### src/rtl/traffic_pkg.sv
// Shared types for the N-way intersection controller: lamp codes, phase
// encoding and the per-direction lamp decode helper.
package traffic_pkg;

   typedef enum logic [1:0] {
      LT_RED    = 2'b00,
      LT_YELLOW = 2'b01,
      LT_GREEN  = 2'b10
   } light_e;

   typedef enum logic [1:0] {
      PH_ALLRED  = 2'b00,
      PH_GREEN   = 2'b01,
      PH_YELLOW  = 2'b10,
      PH_PREEMPT = 2'b11
   } phase_e;

   // Lamp code for one direction slot of the lamp vector; only the owner of
   // the phase is ever lit, everyone else stays RED.
   function automatic light_e lamp_code(input phase_e ph, input logic owner);
      light_e c;
      c = LT_RED;
      if (owner) begin
         case (ph)
            PH_GREEN, PH_PREEMPT: c = LT_GREEN;
            PH_YELLOW:            c = LT_YELLOW;
            default:              c = LT_RED;
         endcase
      end
      return c;
   endfunction

   // Recover the lamp code held in one 2-bit slot of the lamp vector.
   function automatic light_e lamp_unpack(input logic [1:0] slot);
      return light_e'(slot);
   endfunction

endpackage

### src/rtl/traffic_next_dir_sel.sv
// Next-direction chooser: plain rotation in fixed-time mode, cyclic priority
// search over the demand inputs in actuated mode (current owner checked last).
module traffic_next_dir_sel #(
   parameter int NUM_DIR = 4,
   parameter int DIR_W   = $clog2(NUM_DIR)
) (
   input  logic [NUM_DIR-1:0] demand_i,
   input  logic [DIR_W-1:0]   active_dir_i,
   input  logic               mode_i,
   output logic [DIR_W-1:0]   next_dir_o
);

   logic             found;
   logic [DIR_W-1:0] idx;

   // Search active+1, active+2, ... active; fall back to simple rotation.
   always_comb begin
      next_dir_o = DIR_W'((32'(active_dir_i) + 32'd1) % NUM_DIR);
      found      = 1'b0;
      idx        = '0;
      if (mode_i) begin
         for (int k = 1; k <= NUM_DIR; k++) begin
            idx = DIR_W'((32'(active_dir_i) + 32'(k)) % NUM_DIR);
            if (!found && demand_i[idx]) begin
               next_dir_o = idx;
               found      = 1'b1;
            end
         end
      end
   end

endmodule

### src/rtl/traffic_ctrl_multi.sv
// N-way intersection controller: GREEN -> YELLOW -> ALL-RED rotation with
// fixed-time or demand-actuated selection and emergency preemption.
// All outputs come straight from registers.
module traffic_ctrl_multi
   import traffic_pkg::*;
#(
   parameter int NUM_DIR     = 4,
   parameter int GREEN_TIME  = 10,
   parameter int YELLOW_TIME = 4,
   parameter int ALLRED_TIME = 2,
   parameter int TIMER_W     = 8,
   localparam int DIR_W      = $clog2(NUM_DIR)
) (
   input  logic                 clk,
   input  logic                 rst_n,
   input  logic                 en,
   input  logic                 mode,
   input  logic [NUM_DIR-1:0]   demand,
   input  logic                 preempt_req,
   input  logic [DIR_W-1:0]     preempt_dir,
   output logic [2*NUM_DIR-1:0] lights,
   output logic [DIR_W-1:0]     active_dir,
   output logic [1:0]           phase,
   output logic                 preempt_ack
);

   localparam logic [TIMER_W-1:0] G_END = TIMER_W'(GREEN_TIME - 1);
   localparam logic [TIMER_W-1:0] Y_END = TIMER_W'(YELLOW_TIME - 1);
   localparam logic [TIMER_W-1:0] A_END = TIMER_W'(ALLRED_TIME - 1);

   phase_e               phase_q, phase_d;
   logic [TIMER_W-1:0]   timer_q, timer_d;
   logic [DIR_W-1:0]     active_q, active_d;
   logic [DIR_W-1:0]     next_q, next_d;
   logic [DIR_W-1:0]     pdir_q, pdir_d, pdir_now;
   logic                 pend_q, pend_d, pend_now;
   logic [DIR_W-1:0]     sel_dir;
   logic [NUM_DIR-1:0]   own_mask;
   logic                 other_dem;
   logic [2*NUM_DIR-1:0] lights_q, lights_d;
   logic                 ack_q;

   assign own_mask  = NUM_DIR'(1) << active_q;
   assign other_dem = |(demand & ~own_mask);

   traffic_next_dir_sel #(
      .NUM_DIR (NUM_DIR),
      .DIR_W   (DIR_W)
   ) u_sel (
      .demand_i     (demand),
      .active_dir_i (active_q),
      .mode_i       (mode),
      .next_dir_o   (sel_dir)
   );

   // Phase sequencing; a live preemption request overrides the normal timing.
   always_comb begin
      phase_d  = phase_q;
      timer_d  = timer_q;
      active_d = active_q;
      next_d   = next_q;
      pend_d   = pend_q;
      pdir_d   = pdir_q;
      pend_now = 1'b0;
      pdir_now = pdir_q;
      if (en) begin
         // A request is pending while held high and not yet being served;
         // the direction is frozen at the first cycle it is seen.
         pend_now = preempt_req && (phase_q != PH_PREEMPT);
         pdir_now = pend_q ? pdir_q : preempt_dir;
         pend_d   = pend_now;
         pdir_d   = pdir_now;
         case (phase_q)
            PH_GREEN: begin
               if (pend_now) begin
                  timer_d = '0;
                  if (active_q == pdir_now) begin
                     phase_d = PH_PREEMPT;
                     pend_d  = 1'b0;
                  end else begin
                     phase_d = PH_YELLOW;
                  end
               end else if (timer_q == G_END) begin
                  // Actuated mode keeps green (timer parked) until someone else waits.
                  if (!mode || other_dem) begin
                     phase_d = PH_YELLOW;
                     timer_d = '0;
                  end
               end else begin
                  timer_d = timer_q + TIMER_W'(1);
               end
            end
            PH_YELLOW: begin
               if (timer_q == Y_END) begin
                  phase_d = PH_ALLRED;
                  timer_d = '0;
                  next_d  = pend_now ? pdir_now : sel_dir;
               end else begin
                  timer_d = timer_q + TIMER_W'(1);
               end
            end
            PH_ALLRED: begin
               if (timer_q == A_END) begin
                  timer_d = '0;
                  if (pend_now) begin
                     phase_d  = PH_PREEMPT;
                     active_d = pdir_now;
                     pend_d   = 1'b0;
                  end else begin
                     phase_d  = PH_GREEN;
                     active_d = next_q;
                  end
               end else begin
                  timer_d = timer_q + TIMER_W'(1);
               end
            end
            default: begin
               // PREEMPT: hold green on the served direction until released.
               if (!preempt_req) begin
                  phase_d = PH_YELLOW;
                  timer_d = '0;
               end
            end
         endcase
      end
   end

   // Lamp vector for the next state, so lights can be registered.
   always_comb begin
      lights_d = '0;
      for (int i = 0; i < NUM_DIR; i++) begin
         lights_d[2*i +: 2] = lamp_code(phase_d, active_d == DIR_W'(i));
      end
   end

   // State and output registers; reset forces everything RED at once.
   always_ff @(posedge clk or negedge rst_n) begin
      if (!rst_n) begin
         phase_q  <= PH_ALLRED;
         timer_q  <= '0;
         active_q <= '0;
         next_q   <= '0;
         pend_q   <= 1'b0;
         pdir_q   <= '0;
         lights_q <= '0;
         ack_q    <= 1'b0;
      end else begin
         phase_q  <= phase_d;
         timer_q  <= timer_d;
         active_q <= active_d;
         next_q   <= next_d;
         pend_q   <= pend_d;
         pdir_q   <= pdir_d;
         lights_q <= lights_d;
         ack_q    <= (phase_d == PH_PREEMPT);
      end
   end

   assign lights      = lights_q;
   assign active_dir  = active_q;
   assign phase       = phase_q;
   assign preempt_ack = ack_q;

endmodule

### config.mk
export PLATFORM = sky130hd
export DESIGN_NAME = traffic_ctrl_multi
export DESIGN_NICKNAME = d
export VERILOG_FILES = /design/src/rtl/traffic_pkg.sv /design/src/rtl/traffic_next_dir_sel.sv /design/src/rtl/traffic_ctrl_multi.sv
export SDC_FILE = /design/constraint.sdc
export NUM_CORES = 1
export LEC_CHECK = 0
export ABC_AREA = 1
export CORE_ASPECT_RATIO = 1.2
export CORE_UTILIZATION = 37
export CTS_CLUSTER_DIAMETER = 60
export DETAILED_ROUTE_END_ITERATION = 8
export PLACE_DENSITY = 0.6
export SLEW_MARGIN = 10
export SYNTH_ARGS = -nofsm -noshare
export SYNTH_HDL_FRONTEND = slang
export SYNTH_HIERARCHICAL = 1
export SYNTH_SLANG_ARGS = --single-unit
### constraint.sdc
create_clock -name clk -period 1.8 [get_ports clk]
set_input_delay 0.18 -clock clk [delete_from_list [all_inputs] [get_ports clk]]
set_output_delay 0.18 -clock clk [all_outputs]
set_load 0.005 [all_outputs]
==> results.py <==
metrics = {
    "floorplan": {
        "row_count": 28,
        "coreArea_sq_um": 4900,
        "start_util_pct": 38.4,
        "ios": 24,
        "dieArea_sq_um": 5390,
        "dieHeight_microns": 80.2,
        "die_x_microns": 67.2,
    },
    "global_routing": {
        "antenna_found_initial": 0,
        "grt_usage_pct": 17.4,
        "grt_pass1_wl_mm": 7.20,
        "grt_max_degree": 27,
        "first_global_vias": 1689,
        "grt-ovfl-total": 0,
    },
    "sta": {
        "final.setup_skew_ns": 0.00827,
        "max_slew_margin_pct": 77.7,
        "clock.fmax_ghz": 0.585,
        "worst_slack_ns": 0.0911,
        "final.period_utilization_pct": 94.9,
        "hold_slack_ns": 0.268,
        "slew_viol_final": 0,
        "finalCriticalPeriod_ns": 1.71,
        "tightest_slew_ns": 0.334,
        "tns_ns": 0,
        "hold_viol_final": 0,
        "setup_viol": 0,
        "grt_setup_unrepaired": "true",
    },
    "power_and_ir_drop": {
        "power_mw": 3.82,
        "max-vdd-ir-drop_uv": 834,
        "p_per_area_nw_per_um2": 1560,
        "leakagePower_nw": 1.23,
    },
    "logic_synthesis": {
        "ys_ff_latch": 26,
        "yosys_warnings": 6,
        "syn_inst": 291,
        "synth_nets": 308,
        "ys_seq_area_share_pct": 34.5,
        "synth_area_leader_cell": "dfrtp_1",
        "syn_area_sq_um": 1890,
        "synth_top_area_share_pct": 34.5,
        "synthTopCellsByArea": "dfrtp_1 (35%), nand2_1 (22%), nor2_1 (7.2%), nand3_1 (5.6%), inv_1 (5.2%)",
        "synth_cell_types": 25,
        "avgSynthCellArea_sq_um": 6.48,
    },
    "placement": {
        "dp.cells": 384,
        "dp_slack_ns": -0.0638,
        "hpwl_mm": 3.40,
        "port_buffers": 23,
        "gp_congestion": 0.845,
    },
    "drt": {
        "via_per_inst": 4.87,
        "drt_iter0_drc": 57,
        "antenna_left": 0,
        "drt-total-wl_mm": 4.41,
        "wl_per_cell_microns": 11.2,
        "detail_route.first_pass.iterations": 5,
        "vias": 1909,
        "drc": 0,
    },
    "final_layout": {
        "final_common_cell": "nand2_1",
        "layout_common_cells": "nand2_1 (106), nor2_1 (30), inv_1 (25)",
        "drive_gt1_share_pct": 19.6,
        "final_nets": 350,
        "final_cell_count_no_fill": 392,
        "n_antenna_cell": 0,
        "syn2layout_area_growth_pct": 29.7,
    },
    "clock_tree": {
        "tritoncts": "yes",
        "clk_latency_ns": 0.27,
        "numCtsBuffers": 3,
        "clockRootBuffer": "clkbuf_8",
        "h-tree-depth": 1,
        "cts.clk_slew.worst_paths_ns": 0.09,
        "cts_buffer_depth": 2,
        "cts_sinks": 26,
    },
    "critical_path": {
        "crit_path_max_fanout": 10,
        "worstPathRequired_ns": 1.97,
        "path_class": "reg2reg",
        "cp-end-kind": "register",
        "critical_path_arrival_ns": 1.87,
        "start_kind": "register",
    },
    "outcome": {
        "status": "completed",
    },
    "hold_path": {
        "min_path_type": "in2async",
    },
    "job": {
        "cap_violations": 0,
    },
}
==> per-stage QoR <==
| step | instance area, sq um | util (%) |
|---|---|---|
| final | 2440 | 49.8 |
| after global routing | 2440 | 49.8 |
| after CTS | 2320 | 47.3 |
| after detailed placement | 2260 | 46.1 |
| after global placement | 2260 | 46.1 |
| after floorplan | 1890 | - |
==> cells by family (layout without fill, tap and decap cells) <==
family	after synthesis	after routing	share of synthesized area (%)
AO/OA/AOI/OAI	34	34	11.1
XOR/XNOR	2	2	0.929
adder cells (fa/ha/maj)	6	6	3.98
buffers and inverters	41	82	9.09
flip-flops	26	26	34.5
AND/OR/NAND/NOR	182	182	40.4
==> path summary, 6_finish.rpt <==
path / start / to / slack, ns / depth (start not counted)
setup / recovery: phase[0] / lights[3] / 0.09 / 10
hold / removal: rst_n / timer_q[5] / 0.27 / 2
setup reg to reg: phase[0] / lights[3] / 0.09 / 10
hold reg to reg: next_q[1] / next_q[1] / 0.55 / 2
max in group asynchronous: rst_n / phase[1] / 1.25 / 2
min in group clk: next_q[1] / next_q[1] / 0.55 / 2
==> state kept, by name, indices dropped and copies added (netlist names) <==
signal	cells
active_dir	2
phase	2
next_q	2
lights	8
timer_q	8
preempt_ack	1
pend_q	1
pdir_q	2
==> timing repair <==
item / CTS / global route
hold buffers: 0 / 0
resized for setup: 0 / 29
pin swaps: 1 / 6
setup buffers: 1 / 3
endpoints found under the setup margin: 2 / 21
==> cells in the mapped netlist (all sizes together) <==
master,n
a21boi,1
a31oi,3
a22oi,3
clkbuf,1
dfrtp,26
o21ai,8
inv,38
nand3,21
o211ai,4
nor3,1
nand2,117
nand3b,2
o22ai,3
buf,2
xor2,2
nand4,1
a21oi,12
nor2,40
ha,6
==> critical path: stages, from the launching register on <==
cell and delay, ns:
dfrtp_1 0.43, ha_1 0.25, inv_2 0.09, nand2_4 0.10, inv_1 0.13, a21oi_1 0.09
nand2_1 0.08, nand2_2 0.06, a21oi_4 0.18, buf_4 0.16, nor2_1 0.04
==> layout make-up <==
cell class | instances | area, sq um
clock buffer | 4 | 55.1
fill | 498 | 2460
inverter | 38 | 150
multi-input combinational | 224 | 1140
sequential | 26 | 654
tap | 60 | 75.1
timing repair buffer | 40 | 365
==> per-layer routing <==
metal	part of all wire, %	track usage, %
met5	0	0
met4	1.9	7.66
met3	2.8	1.56
met2	50	30.4
met1	45	21.2
==> power by group <==
group / switching, mW / internal, mW / leakage, nW / total [mW]
clock network: 0.178 / 0.196 / 0.0288 / 0.373
logic: 1.43 / 1.08 / 0.865 / 2.51
registers: 0.164 / 0.777 / 0.338 / 0.940
Note: power is estimated with default switching activity, not from simulation.
